--- src/rtl/snake_pkg.sv ---
// Shared direction encoding and arbiter state type for the snake game.
// The motion logic imports the same constants so both sides agree on what each direction code means.
package snake_pkg;

    typedef logic [1:0] dir_t;

    localparam dir_t DIR_UP    = 2'd0;
    localparam dir_t DIR_DOWN  = 2'd1;
    localparam dir_t DIR_LEFT  = 2'd2;
    localparam dir_t DIR_RIGHT = 2'd3;

    typedef enum logic [1:0] {
        IDLE  = 2'd0,
        RUN   = 2'd1,
        PAUSE = 2'd2
    } arb_state_t;

    // Opposite directions differ only in the low bit (up/down, left/right).
    function automatic dir_t dir_opposite(input dir_t d);
        return d ^ 2'b01;
    endfunction

    // The lowest set bit wins, so up > down > left > right.
    function automatic dir_t dir_pick(input logic [3:0] presses);
        dir_t r;
        r = DIR_UP;
        for (int i = 3; i >= 0; i--) begin
            if (presses[i]) r = dir_t'(i);
        end
        return r;
    endfunction

endpackage

--- src/rtl/key_dir_arbiter_if.sv ---
// Key-to-snake command bus: the master drives the debounced keys and the tick.
// The slave (the arbiter) returns direction, status and pulses.
interface key_dir_arbiter_if #(
    parameter int FIFO_DEPTH = 2
);
    import snake_pkg::*;

    localparam int CW = $clog2(FIFO_DEPTH + 1);

    logic [3:0]    key_v;
    logic          key_p;
    logic          tick;
    dir_t          dir;
    logic          dir_upd;
    logic          running;
    logic [CW-1:0] q_count;
    logic          drop;

    modport master (
        output key_v, key_p, tick,
        input  dir, dir_upd, running, q_count, drop
    );

    modport slave (
        input  key_v, key_p, tick,
        output dir, dir_upd, running, q_count, drop
    );

endinterface

--- src/rtl/dir_fifo.sv ---
// Small synchronous turn buffer. Head and tail are readable combinationally, so the
// arbiter can compare against the newest entry and pop the oldest in the same cycle.
module dir_fifo
    import snake_pkg::*;
#(
    parameter int DEPTH = 2
) (
    input  logic                         clk,
    input  logic                         rst,
    input  logic                         push,
    input  logic                         pop,
    input  logic                         flush,
    input  dir_t                         din,
    output dir_t                         head,
    output dir_t                         tail,
    output logic [$clog2(DEPTH+1)-1:0]   count,
    output logic                         full
);

    localparam int AW = (DEPTH > 1) ? $clog2(DEPTH) : 1;
    localparam int CW = $clog2(DEPTH + 1);

    dir_t          mem [DEPTH];
    logic [AW-1:0] wr_ptr_reg;
    logic [AW-1:0] rd_ptr_reg;
    logic [CW-1:0] count_reg;
    logic          push_ok;
    logic          pop_ok;

    // A push while full is only legal when a pop frees the slot in the same cycle.
    assign pop_ok  = pop && (count_reg != '0);
    assign push_ok = push && (!full || pop_ok);

    always_ff @(posedge clk) begin
        if (rst || flush) begin
            wr_ptr_reg <= '0;
            rd_ptr_reg <= '0;
            count_reg  <= '0;
        end else begin
            if (push_ok) wr_ptr_reg <= wr_ptr_reg + AW'(1);
            if (pop_ok)  rd_ptr_reg <= rd_ptr_reg + AW'(1);
            case ({push_ok, pop_ok})
                2'b10:   count_reg <= count_reg + CW'(1);
                2'b01:   count_reg <= count_reg - CW'(1);
                default: count_reg <= count_reg;
            endcase
        end
    end

    always_ff @(posedge clk) begin
        if (push_ok && !flush && !rst) mem[wr_ptr_reg] <= din;
    end

    assign head  = mem[rd_ptr_reg];
    assign tail  = mem[wr_ptr_reg - AW'(1)];
    assign count = count_reg;
    assign full  = (count_reg == CW'(DEPTH));

endmodule

--- src/rtl/key_dir_arbiter.sv ---
// Turns debounced direction/pause key levels into buffered, validated snake turns.
// One buffered turn is released into dir per game tick.
module key_dir_arbiter
    import snake_pkg::*;
#(
    parameter int FIFO_DEPTH = 2,
    parameter int INIT_DIR   = 3
) (
    input  logic               clk,
    input  logic               rst,
    key_dir_arbiter_if.slave   bus
);

    localparam int   CW       = $clog2(FIFO_DEPTH + 1);
    localparam dir_t INIT_VAL = dir_t'(INIT_DIR);

    arb_state_t    state_reg;
    arb_state_t    state_next;
    logic [3:0]    kv_q;
    logic          kp_q;
    dir_t          dir_reg;
    logic          dir_upd_reg;
    logic          running_reg;
    logic          drop_reg;

    logic [3:0]    new_v;
    logic          new_p;
    dir_t          cand;
    dir_t          ref_dir;
    logic          legal;
    logic          process;
    logic          pop;
    logic          push;
    logic          flush;
    logic          reject;

    dir_t          fifo_head;
    dir_t          fifo_tail;
    logic [CW-1:0] fifo_count;
    logic          fifo_full;

    genvar gi;
    generate
        for (gi = 0; gi < 4; gi++) begin : g_edge
            assign new_v[gi] = bus.key_v[gi] & ~kv_q[gi];
        end
    endgenerate

    assign new_p = bus.key_p & ~kp_q;
    assign cand  = dir_pick(new_v);

    // Compare against the last turn already queued, not the current heading,
    // so a queued "up" followed by "down" is still caught as a reversal.
    assign ref_dir = (fifo_count != '0) ? fifo_tail : dir_reg;
    assign legal   = (cand != ref_dir) && (cand != dir_opposite(ref_dir));

    // A pause press in RUN wins over any direction press or tick in the same cycle.
    always_comb begin
        state_next = state_reg;
        process    = 1'b0;
        pop        = 1'b0;
        flush      = 1'b0;
        case (state_reg)
            IDLE: begin
                if ((|new_v) || new_p) begin
                    state_next = RUN;
                    process    = |new_v;
                end
            end
            RUN: begin
                if (new_p) begin
                    state_next = PAUSE;
                    flush      = 1'b1;
                end else begin
                    process = |new_v;
                    pop     = bus.tick && (fifo_count != '0);
                end
            end
            PAUSE: begin
                if (new_p) state_next = RUN;
            end
            default: state_next = IDLE;
        endcase
    end

    assign push   = process && legal && (!fifo_full || pop);
    assign reject = process && !push;

    dir_fifo #(
        .DEPTH (FIFO_DEPTH)
    ) u_fifo (
        .clk   (clk),
        .rst   (rst),
        .push  (push),
        .pop   (pop),
        .flush (flush),
        .din   (cand),
        .head  (fifo_head),
        .tail  (fifo_tail),
        .count (fifo_count),
        .full  (fifo_full)
    );

    always_ff @(posedge clk) begin
        if (rst) begin
            state_reg   <= IDLE;
            kv_q        <= '0;
            kp_q        <= 1'b0;
            dir_reg     <= INIT_VAL;
            dir_upd_reg <= 1'b0;
            running_reg <= 1'b0;
            drop_reg    <= 1'b0;
        end else begin
            state_reg   <= state_next;
            kv_q        <= bus.key_v;
            kp_q        <= bus.key_p;
            dir_upd_reg <= pop;
            running_reg <= (state_next == RUN);
            drop_reg    <= reject;
            if (pop) dir_reg <= fifo_head;
        end
    end

    assign bus.dir     = dir_reg;
    assign bus.dir_upd = dir_upd_reg;
    assign bus.running = running_reg;
    assign bus.q_count = fifo_count;
    assign bus.drop    = drop_reg;

endmodule

--- src/flat_wrapper.sv ---
// flat-port wrapper written by rule: the top's interface ports become plain ports
module key_dir_arbiter_flat import snake_pkg::*;
#(
    parameter int FIFO_DEPTH = 2,
    parameter int INIT_DIR   = 3
)
  (clk, rst, bus_key_v, bus_key_p, bus_tick, bus_dir, bus_dir_upd, bus_running, bus_q_count, bus_drop);
  key_dir_arbiter_if #(.FIFO_DEPTH(FIFO_DEPTH)) bus_i ();
  input  logic clk;
  input  logic rst;
  input wire logic [$bits(bus_i.key_v)-1:0] bus_key_v;
  input wire logic [$bits(bus_i.key_p)-1:0] bus_key_p;
  input wire logic [$bits(bus_i.tick)-1:0] bus_tick;
  output wire logic [$bits(bus_i.dir)-1:0] bus_dir;
  output wire logic [$bits(bus_i.dir_upd)-1:0] bus_dir_upd;
  output wire logic [$bits(bus_i.running)-1:0] bus_running;
  output wire logic [$bits(bus_i.q_count)-1:0] bus_q_count;
  output wire logic [$bits(bus_i.drop)-1:0] bus_drop;
  assign bus_i.key_v = bus_key_v;
  assign bus_i.key_p = bus_key_p;
  assign bus_i.tick = bus_tick;
  assign bus_dir = bus_i.dir;
  assign bus_dir_upd = bus_i.dir_upd;
  assign bus_running = bus_i.running;
  assign bus_q_count = bus_i.q_count;
  assign bus_drop = bus_i.drop;
  key_dir_arbiter #(.FIFO_DEPTH(FIFO_DEPTH), .INIT_DIR(INIT_DIR)) u_core (.clk(clk), .rst(rst), .bus(bus_i));
endmodule
--- config.mk ---
export PLATFORM = sky130hd
export DESIGN_NAME = key_dir_arbiter_flat
export DESIGN_NICKNAME = d
export VERILOG_FILES = /design/src/rtl/snake_pkg.sv /design/src/rtl/key_dir_arbiter_if.sv /design/src/rtl/dir_fifo.sv /design/src/rtl/key_dir_arbiter.sv /design/src/flat_wrapper.sv
export SDC_FILE = /design/constraint.sdc
export NUM_CORES = 1
export LEC_CHECK = 0
export ABC_CLOCK_PERIOD_IN_PS = 3360
export BUFFER_PORTS_ARGS = -buffer_cell sky130_fd_sc_hd__clkbuf_2
export CAP_MARGIN = 20
export CORE_MARGIN = 2
export CORE_UTILIZATION = 58
export DETAILED_ROUTE_END_ITERATION = 7
export PLACE_DENSITY_LB_ADDON = 0.2
export SKIP_LAST_GASP = 1
export SYNTH_ARGS = -nofsm -noshare
export SYNTH_HDL_FRONTEND = slang
export SYNTH_HIERARCHICAL = 1
export SYNTH_SLANG_ARGS = --single-unit
--- constraint.sdc ---
create_clock -name clk -period 3.36 [get_ports clk]
set_clock_uncertainty 0.15 [all_clocks]
set_input_delay 0.336 -clock clk [delete_from_list [all_inputs] [get_ports clk]]
set_output_delay 0.336 -clock clk [all_outputs]
set_load 0.1 [all_outputs]
Word-level counts from Yosys, hierarchy flattened

Memory sizes are Yosys's and may differ from the RTL's. A register that Yosys moved wholly into a read port is not among the register bits.
Cells that the tools add are included.

Add/subtract/negate cells: 5
Multipliers: 0
Divide/modulo/power cells: 0
Magnitude comparators: 0
Equal/unequal tests: 8
Shifts and indexed selects: 0
Multiplexer cells: 19
Bitwise operators: 11
Reduce and logical (&&, ||, !) cells: 21

Operators with widths:

| cell                                                 | count |
|---|---|
| two-way mux 2 bit                                    | 8 |
| logical AND 1 bit                                    | 9 |
| two-way mux 1 bit                                    | 8 |
| equality test 2 x 1 -> 1 bit (second input constant) | 3 |
| equality test 2 bit (second input constant)          | 3 |
| NOT 1 bit                                            | 6 |
| one-hot mux 2 bit (3 select lines)                   | 1 |
| AND 1 bit                                            | 5 |
| zero test 1 bit                                      | 4 |
| logical OR 1 bit                                     | 4 |
| inequality test 2 bit                                | 2 |
| one-hot mux 2 bit (2 select lines)                   | 1 |
| nonzero test 2 bit                                   | 2 |
| OR reduction 4 bit                                   | 1 |
| adder 1 bit (second input constant)                  | 2 |
| adder 2 x 1 -> 2 bit (second input constant)         | 1 |
| zero test 2 bit                                      | 1 |
| one-hot mux 1 bit (2 select lines)                   | 1 |
| subtractor 2 x 1 -> 2 bit (second input constant)    | 1 |
| subtractor 1 bit (second input constant)             | 1 |

Register bits after elaboration: 14
Latch bits: 0
RAM bits: 4
Memory bits (read-only): 0
Bits of input ports: 8
Memories kept: 1

Memories:

| memory            | words | bits a word | rd ports | clocked after Yosys merged registers in | write ports | RTL line       | text |
|---|---|---|---|---|---|---|---|
| u_core.u_fifo.mem | 2     | 2           | 2        | 1                                       | 1           | dir_fifo.sv:23 | `dir_t mem [DEPTH];` |

Logic depth before layout (Yosys ltp)

Depth after elaboration: 15
Gate-level depth with buffers: 8

Hierarchy

Netlist, hierarchy kept.

By module, submodules not included:

| module          | instances | cells an instance | area each (µm²) | seq. area each (µm²) |
|---|---|---|---|---|
| key_dir_arbiter | 1         | 57                | 556.8           | 240.2 |
| dir_fifo        | 1         | 36                | 424.2           | 220.2 |

Worst setup path before layout

OpenSTA, ideal clock, no wires.

Kind: reg2reg
From: register u_core.u_fifo.count_reg[1], in the netlist u_core/u_fifo/count[1]
To: memory u_core/u_fifo/mem[1][0] (netlist bit), enable pin
Arrival: 2.517 ns
Required time: 2.855 ns
Path slack: 0.338 ns
Stages on the path, launching flop included: 7
Buffers on the path: 0
Period minus slack after synthesis: 3.022 ns
Cell sequence: dfxtp_1 -> nor2_2 -> nor3_4 -> o221ai_1 -> nor2_1 -> o21ai_2 -> nor4b_1

RTL lines:

| element                                 | RTL line              | text |
|---|---|---|
| start: declaration                      | dir_fifo.sv:26        | `logic [CW-1:0] count_reg;` |
| start signal: assignment                | dir_fifo.sv:43        | `2'b10: count_reg <= count_reg + CW'(1);` |
| start signal: assignment                | dir_fifo.sv:44        | `2'b01: count_reg <= count_reg - CW'(1);` |
| start signal: assignment                | dir_fifo.sv:45        | `default: count_reg <= count_reg;` |
| nonzero test 2 bit                      | key_dir_arbiter.sv:76 | `pop = bus.tick && (fifo_count != '0);` |
| logical AND 1 bit                       | key_dir_arbiter.sv:76 |  |
| two-way mux 1 bit                       | key_dir_arbiter.sv:71 | `if (new_p) begin` |
| two-way mux 1 bit                       | key_dir_arbiter.sv:63 | `case (state_reg)` |
| net u_core.pop                          | key_dir_arbiter.sv:32 | `logic pop;` |
| logical OR 1 bit                        | key_dir_arbiter.sv:86 | `assign push = process && legal && (!fifo_full \|\| pop);` |
| logical AND 1 bit                       | key_dir_arbiter.sv:86 |  |
| net u_core.push                         | key_dir_arbiter.sv:33 | `logic push;` |
| logical AND 1 bit                       | dir_fifo.sv:32        | `assign push_ok = push && (!full \|\| pop_ok);` |
| logical AND 1 bit (2 in series)         | dir_fifo.sv:51        | `if (push_ok && !flush && !rst) mem[wr_ptr_reg] <= din;` |
| two-way mux 1 bit                       | dir_fifo.sv:51        |  |
| two-way mux 1 bit (not written as such) | dir_fifo.sv:51        |  |
| end: declaration                        | dir_fifo.sv:23        |  |

The timed path passes the listed nets, and every way through them passes these cells.

Worst setup path in the final report

Same ends and word-level chain as after synthesis.

==> run_results.csv <==
group,metric,value,unit
status,status,"finished, final reports clean",
clocking,post-cts-setup-buffer-count,0,
floorplanning,initial_core_util,0.629,
logic_synthesis,ys_warn_count,6,
grt,met1_usage,0.203,
cells_and_area,nFillCells,137,
clocking,clkLatencyLatePin,0.29,ns
critical_path,cpPeakStageDelay,0.52,ns
timing,tightest_slew,0.554,ns
timing,max_freq,374,MHz
timing,slew_headroom,0.632,
detailed_routing,drtPass1Iterations,4,
floorplanning,die_area,2020,um^2
grt,grt_pass1_wl,2570,um
grt,antenna_found_initial,0,
clocking,h-tree-depth,1,
grt,grt_use_met2,0.310,
clocking,cts_tree,"done",
clocking,cts_buffers,3,
cells_and_area,top_regs,"u_core/kv_q: 4 flops, u_core/u_fifo/mem: 4 flops",
logic_synthesis,synth_area,970,um^2
critical_path,startpoint_type,"flip-flop",
timing,rsz0062_at_grt,"no",
clocking,clkSinkCount,21,
logic_synthesis,synth_nets,100,
timing,min_period,2.67,ns
detailed_routing,vias,710,
detailed_routing,drc,0,
clocking,cts_resized,0,
clocking,cts_root_buf,"clkbuf_4",
critical_path,required,3.16,ns
floorplanning,die_y,44.9,um
critical_path,worstPathArrival,2.47,ns
grt,gr-total-overflow,0,
placement,gp_congestion,0.733,
timing,hold_viol_final,0,
critical_path,cpMaxStageDelayCell,"dfxtp_1",
detailed_routing,viasPerCell,5.73,
critical_path,endpoint_kind,"flip-flop",
critical_path,crit_buf_inv,0,
pwr,vdd.ir_drop.worst,395,uV
grt,grt.total_usage,0.181,
logic_synthesis,avgSynthCellArea,10.5,um^2
detailed_routing,routed_wirelength,1600,um
pwr,powerDensity,627,nW/um^2
timing,setup_tns,0,ns
detailed_routing,first_iter_violations,18,
logic_synthesis,synthCells,92,
detailed_routing,drtAntennaViolNets,0,
clocking,path_clk_slew,0.11,ns
placement,numPortBuffers,14,
min_path,hold_class,"in -> reg",
critical_path,cp_max_fo,10,
placement,hpwl,1220,um
clocking,holdBufCountCts,0,
cells_and_area,area_growth,10.5,%
floorplanning,row_count,14,
clocking,cts_buffer_depth,2,
critical_path,ff2ff_path_depth,6,
timing,fin_crit_sh,0.795,
cells_and_area,antenna_cells,0,
timing,finalSetupViolations,0,
run,maxCapViolCount,0,
floorplanning,pin_count,15,
grt,use_met3,0.0280,
floorplanning,die_width,44.9,um
grt,top_usage_layer,"met2",
detailed_routing,wire_per_inst,12.9,um
grt,grt_pass1_vias,644,
cells_and_area,final_nets,117,
timing,whs,0.106,ns
min_path,whs_path_depth,2,
critical_path,path_class,"reg -> reg",
critical_path,cp.depth,6,
critical_path,cp_top_family,"simple AND/OR/NAND/NOR gates",
cells_and_area,layout-drive-gt1-share,0.269,
critical_path,path_cells,"nor2_2 -> nor3_4 -> o221ai_1 -> nor2_1 -> o21ai_2 -> nor4b_1",
pwr,leakage,0.441,nW
timing,slew_violations,0,
floorplanning,coreArea,1540,um^2
grt,grt_max_degree,19,
[final cells by class]
| type | count | area (um^2) | area share |
|---|---|---|---|
| Clock buffer | 4 | 26.3 | 0.0245 |
| Timing Repair Buffer | 14 | 70.1 | 0.0654 |
| Multi-Input combinational cell | 65 | 479 | 0.447 |
| Sequential cell | 21 | 460 | 0.430 |
| Inverter | 4 | 15.0 | 0.0140 |
| Tap cell | 16 | 20.0 | 0.0187 |
[final timing paths]
check             slack (ns)                      from                 endpoint
setup / recovery        0.69    u_core/u_fifo/count[1]  u_core/u_fifo/mem[1][0]
hold / removal          0.11              bus_key_v[3]           u_core/kv_q[3]
setup reg to reg        0.69    u_core/u_fifo/count[1]  u_core/u_fifo/mem[1][0]
hold reg to reg         0.43  u_core/u_fifo/rd_ptr_reg                flip-flop
[worst reg2reg max path, cell delays in order (launching register included)]
cell,delay [ns]
dfxtp_1,0.52
nor2_2,0.14
nor3_4,0.40
o221ai_1,0.18
nor2_1,0.32
o21ai_2,0.14
nor4b_1,0.48
[metal layers]
metal / share of wire / vias up / wire length (um)
met5: 0 / - / 0
met4: 0.0056 / 0 / 9
met3: 0.030 / 2 / 48
met2: 0.54 / 9 / 859
met1: 0.43 / 338 / 681
li1: - / 361 / -
[where the power goes]
| group | internal [mW] | switching, mW | leakage [nW] | total [mW] |
|---|---|---|---|---|
| Clock | 0.0462 | 0.0700 | 0.0150 | 0.116 |
| Sequential | 0.285 | 0.0247 | 0.177 | 0.310 |
| Combinational | 0.0834 | 0.162 | 0.249 | 0.245 |
[cell usage in the layout (no fill, tap or decap), types with 3 or more instances in the layout]
cell type,instances
nor3_1,3
dfxtp_1,17
nor2b_1,10
mux2_2,3
a21oi_1,5
inv_1,4
clkbuf_4,3
nor2_1,5
edfxtp_1,4
nand2b_1,5
clkbuf_2,14
o21a_1,4
[per-stage QoR]
stage	cells	power, mW	util	setup slack, ns	cell area, um^2
after floorplan	92	0.521	-	0.338	970
after global placement	120	0.553	0.678	0.925	1040
after detailed placement	120	0.561	0.678	0.751	1040
after CTS	124	0.679	0.695	0.737	1070
after global routing	124	0.707	0.695	0.564	1070
final	124	0.672	0.695	0.690	1070
Note: power is estimated with default switching activity, not from simulation.
